## config.mk

```make
export PLATFORM = sky130hd
export DESIGN_NAME = multicycle_adder_subtractor
export DESIGN_NICKNAME = d
export VERILOG_FILES = /design/src/rtl/multicycle_adder_subtractor.sv
export SDC_FILE = /design/constraint.sdc
export NUM_CORES = 1
export LEC_CHECK = 0
export ABC_AREA = 1
export CORE_ASPECT_RATIO = 0.6
export CORE_MARGIN = 2
export CORE_UTILIZATION = 45
export DETAILED_ROUTE_END_ITERATION = 7
export PLACE_DENSITY = 0.85
export SLEW_MARGIN = 15
export SYNTH_ARGS = -nofsm -noshare
export SYNTH_HDL_FRONTEND = slang
export SYNTH_SLANG_ARGS = --single-unit
```

## constraint.sdc

```tcl
create_clock -name clk -period 2.16 [get_ports clk]
set_clock_uncertainty 0.05 [all_clocks]
set_input_delay 0.216 -clock clk [delete_from_list [all_inputs] [get_ports clk]]
set_output_delay 0.216 -clock clk [all_outputs]
set_load 0.02 [all_outputs]
```

## src/rtl/multicycle_adder_subtractor.sv

```systemverilog
// Chunk-serial adder/subtractor.
// A WIDTH-bit add or subtract is processed CHUNK bits per cycle through a
// rippled carry register. A start/busy/done handshake frames each operation.
// Results and flags update only on the edge that enters DONE.
module multicycle_adder_subtractor #(
  parameter int unsigned WIDTH = 8,
  parameter int unsigned CHUNK = 4
) (
  input  logic             clk,
  input  logic             rst,
  input  logic             start,
  input  logic [WIDTH-1:0] addend1,
  input  logic [WIDTH-1:0] addend2,
  input  logic             sign,
  output logic             busy,
  output logic             done,
  output logic [WIDTH-1:0] out,
  output logic             carry_out,
  output logic             overflow,
  output logic             zero
);

  localparam int unsigned N    = WIDTH / CHUNK;
  localparam int unsigned CntW = (N > 1) ? $clog2(N) : 1;
  localparam logic [CntW-1:0] LastCnt = CntW'(N - 1);

  typedef enum logic [1:0] {StIdle, StRun, StDone} state_e;

  state_e           state_q, state_d;
  logic [WIDTH-1:0] a_q, a_d;
  logic [WIDTH-1:0] b_q, b_d;       // addend2, already inverted for subtract
  logic [WIDTH-1:0] work_q, work_d;
  logic             carry_q, carry_d;
  logic [CntW-1:0]  cnt_q, cnt_d;
  logic [WIDTH-1:0] out_q, out_d;
  logic             cout_q, cout_d;
  logic             ovf_q, ovf_d;
  logic             zero_q, zero_d;

  logic [31:0]      slice_base;
  logic [CHUNK-1:0] a_slice, b_slice;
  logic [CHUNK:0]   slice_sum;
  logic [WIDTH-1:0] result;

  // Current slice arithmetic and the working word with that slice merged in.
  always_comb begin
    slice_base = 32'(cnt_q) * CHUNK;
    a_slice    = a_q[slice_base +: CHUNK];
    b_slice    = b_q[slice_base +: CHUNK];
    slice_sum  = {1'b0, a_slice} + {1'b0, b_slice} + {{CHUNK{1'b0}}, carry_q};
    result     = work_q;
    result[slice_base +: CHUNK] = slice_sum[CHUNK-1:0];
  end

  // Next-state logic: accept in IDLE/DONE, ripple slices in RUN.
  always_comb begin
    state_d = state_q;
    a_d     = a_q;
    b_d     = b_q;
    work_d  = work_q;
    carry_d = carry_q;
    cnt_d   = cnt_q;
    out_d   = out_q;
    cout_d  = cout_q;
    ovf_d   = ovf_q;
    zero_d  = zero_q;
    unique case (state_q)
      StIdle, StDone: begin
        if (start) begin
          a_d     = addend1;
          b_d     = addend2 ^ {WIDTH{sign}};
          carry_d = sign;
          cnt_d   = '0;
          state_d = StRun;
        end else begin
          state_d = StIdle;
        end
      end
      StRun: begin
        work_d  = result;
        carry_d = slice_sum[CHUNK];
        cnt_d   = cnt_q + CntW'(1);
        if (cnt_q == LastCnt) begin
          state_d = StDone;
          out_d   = result;
          cout_d  = slice_sum[CHUNK];
          ovf_d   = (a_q[WIDTH-1] == b_q[WIDTH-1]) && (result[WIDTH-1] != a_q[WIDTH-1]);
          zero_d  = (result == '0);
        end
      end
      default: state_d = StIdle;
    endcase
  end

  // State and datapath registers; reset aborts any operation in flight.
  always_ff @(posedge clk or posedge rst) begin
    if (rst) begin
      state_q <= StIdle;
      a_q     <= '0;
      b_q     <= '0;
      work_q  <= '0;
      carry_q <= 1'b0;
      cnt_q   <= '0;
      out_q   <= '0;
      cout_q  <= 1'b0;
      ovf_q   <= 1'b0;
      zero_q  <= 1'b0;
    end else begin
      state_q <= state_d;
      a_q     <= a_d;
      b_q     <= b_d;
      work_q  <= work_d;
      carry_q <= carry_d;
      cnt_q   <= cnt_d;
      out_q   <= out_d;
      cout_q  <= cout_d;
      ovf_q   <= ovf_d;
      zero_q  <= zero_d;
    end
  end

  // Handshake decoded from state; result and flags come straight from registers.
  always_comb begin
    busy      = (state_q == StRun);
    done      = (state_q == StDone);
    out       = out_q;
    carry_out = cout_q;
    overflow  = ovf_q;
    zero      = zero_q;
  end

endmodule

```

==> qor.yml <==
run_status:
  status: "finished, final reports clean"
die:
  die_h_um: 53.5
  io_pins: 33
  start_util_pct: 48.6
  core_mm2: 0.00379
  dieArea_mm2: 0.00463
  fp.dieW_um: 86.5
  row_count: 17
pwr:
  power.total_mw: 3.93
  power_density_mw_per_mm2: 1690
  irDropWorstVdd_v: 0.000552
  p_leak_nw: 1.10
synth:
  syn_nets: 224
  ys_seq_elements: 38
  synth.avg_cell_area_um2: 9.24
  synth_warnings: 0
  netlist_instances: 199
  seq_area_frac_synth_pct: 51.7
  mappedNetlistArea_mm2: 0.00184
  ys_types: 28
grt:
  grt_pass1_wl_um: 5980
  antenna_found_initial: 0
  overflow: 0
  grt_max_degree: 39
  grtUsageTotal_pct: 17.7
  grt_pass1_vias: 1262
drt:
  viasPerCell: 4.86
  num_vias: 1370
  first_pass_iters: 4
  drc: 0
  wl_per_cell_um: 12.5
  wl_met1_um: 1820
  wl_met3_um: 239
  dr_wl_met2_um: 1410
  drt-initial-drc-count: 65
  routed.top_layer: "met4"
  wl_um: 3530
  drtAntennaViolNets: 0
clock_network:
  hold_buffers: 0
  clock-sinks: 38
  htree_levels: 2
  clock_latency_ns: 0.30
  cts_root_buf: "clkbuf_8"
  cts_buffers: 5
  cts_tree: "yes"
  clk_path_buf_depth: 2
  clk_pin_slew_ns: 0.07
  post-cts-setup-buffers: 0
critical_path:
  required_ns: 2.35
  crit_type: "reg -> reg"
  crit_arrival_ns: 2.28
  rrSetupSlack_ns: 0.07
  worst_path_max_delay_cell: "fa_1"
  r2r_start: "cnt_q$_DFFE_PP0P_"
  cpPeakStageDelay_ns: 0.44
  path_cells: "mux2i_2 -> fa_2 -> inv_2 -> fa_1 -> xor2_2 -> nor3_2 -> o2111ai_1 -> nand2_1"
  crit_path_start_kind: "register"
  r2r-end: "zero$_DFFE_PP0P_"
  reg2regPathDepth: 8
  critPathCaptureType: "register"
  crit_path_max_fanout: 5
sta:
  hold_viol_final: 0
  relSlewSlack_pct: 67.0
  worst_pin_slew_ns: 0.493
  drv_slew: 0
  setup_viol: 0
  rsz0062_at_grt: "yes"
  fin_crit_sh_pct: 96.8
  setup_tns_ns: 0
  period_needed_ns: 2.09
  clock.fmax_mhz: 478
  hold_slack_ns: 0.268
cells_and_area:
  nets: 259
  antenna_cells: 0
  drive_gt1_share_pct: 13.2
  mostFrequentLayoutCells: "nand2_1 (49), dfrtp_1 (37), clkdlybuf4s50_1 (32)"
  fin_util_pct: 61.3
  final_common_cell: "nand2_1"
  areaGrowthSynthToFinish_pct: 26.3
  fin_area_mm2: 0.00232
place:
  gp_congestion: 0.925
  dpl.hpwl_um: 2620
  place_area_mm2: 0.00220
  port_buffers: 32
min_path:
  hp-class: "in -> async"
flow_run:
  cap_violations: 0
[layer usage]
metal / track usage, % / vias to the layer above
met3: 5.15 / 8
met4: 7.03 / 0
met2: 24.2 / 50
met1: 26.0 / 611
li1: - / 701
met5: 0 / -
[logic make-up after synthesis]
group / after synthesis / share of synthesized area [%]
AO/OA/AOI/OAI: 31 / 8.98
XOR/XNOR: 9 / 4.29
adder cells (fa/ha/maj): 5 / 4.22
buffers and inverters: 31 / 7.01
flip-flops: 38 / 51.7
multiplexers: 9 / 5.37
AND/OR/NAND/NOR: 76 / 18.4
[sequential cells by signal, summed over array words and instances, names as in the netlist]
name / cells
a_q: 8
cnt_q: 1
state_q: 2
carry_q: 1
work_q: 7
out: 8
b_q: 8
carry_out: 1
zero: 1
overflow: 1
[cells in the mapped netlist]
cell type | instances | area share (%)
xor2_1 | 1 | 0.48
buf_6 | 1 | 0.61
fa_1 | 2 | 2.2
o22ai_1 | 1 | 0.34
nor2_2 | 1 | 0.34
nor2_1 | 5 | 1.0
ha_1 | 3 | 2.0
buf_2 | 3 | 0.82
o21ai_1 | 3 | 0.82
mux2_2 | 7 | 4.3
nand2_2 | 3 | 1.0
dfrtp_1 | 38 | 52
nand2_1 | 49 | 10
o21a_1 | 2 | 0.82
nor3_1 | 1 | 0.27
clkbuf_2 | 1 | 0.27
clkbuf_1 | 1 | 0.20
nor3_2 | 1 | 0.54
inv_1 | 23 | 4.7
inv_2 | 2 | 0.41
a21oi_1 | 6 | 1.6
mux2i_1 | 2 | 1.1
xnor2_1 | 8 | 3.8
nor2_8 | 1 | 1.1
o21ai_0 | 18 | 4.9
o2111ai_1 | 1 | 0.48
or2_2 | 1 | 0.34
nand3_1 | 14 | 3.8
[power breakdown]
group	switching, mW	internal, mW	leakage [nW]
Combinational	1.25	0.837	0.588
Clock	0.254	0.340	0.0579
Sequential	0.196	1.06	0.457
[cell type report]
class	count	area (um^2)
timing repair buffer	34	335
sequential	38	952
tap	47	58.8
inverter	25	93.8
clock buffer	5	68.8
multi-input combinational	130	773
clock inverter	3	40.0
fill	325	1460
[metrics by stage]
| stage | worst slack [ns] | std cells |
|---|---|---|
| after floorplan | 0.0733 | 199 |
| after global placement | 0.128 | 274 |
| after detailed placement | 0.0338 | 274 |
| after CTS | 0.0186 | 282 |
| after global routing | -0.0835 | 282 |
| final | 0.0692 | 282 |
[what timing repair did]
item                       CTS  global route
gates resized for setup      1             5
gates cloned                 0             0
pin swaps                    0             1
setup endpoints to repair    1             7
[worst max path at each step]
stage                       end  slack (ns)              start
2_1_floorplan  zero$_DFFE_PP0P_        0.07  cnt_q$_DFFE_PP0P_
3_3_place_gp   zero$_DFFE_PP0P_        0.13  cnt_q$_DFFE_PP0P_
3_5_place_dp   zero$_DFFE_PP0P_        0.03  cnt_q$_DFFE_PP0P_
4_1_cts        zero$_DFFE_PP0P_        0.02  cnt_q$_DFFE_PP0P_
5_1_grt        zero$_DFFE_PP0P_       -0.08  cnt_q$_DFFE_PP0P_
6_report       zero$_DFFE_PP0P_        0.07  cnt_q$_DFFE_PP0P_
[critical path: cells and delay by family (launching register included)]
family | cells | cell delay (ns)
multiplexers | 1 | 0.27
adder cells (fa/ha/maj) | 2 | 0.68
XOR/XNOR | 1 | 0.19
buffers and inverters | 1 | 0.05
AND/OR/NAND/NOR | 2 | 0.25
AO/OA/AOI/OAI | 1 | 0.12
flip-flops | 1 | 0.43
Power figures use the tool's default switching activity.
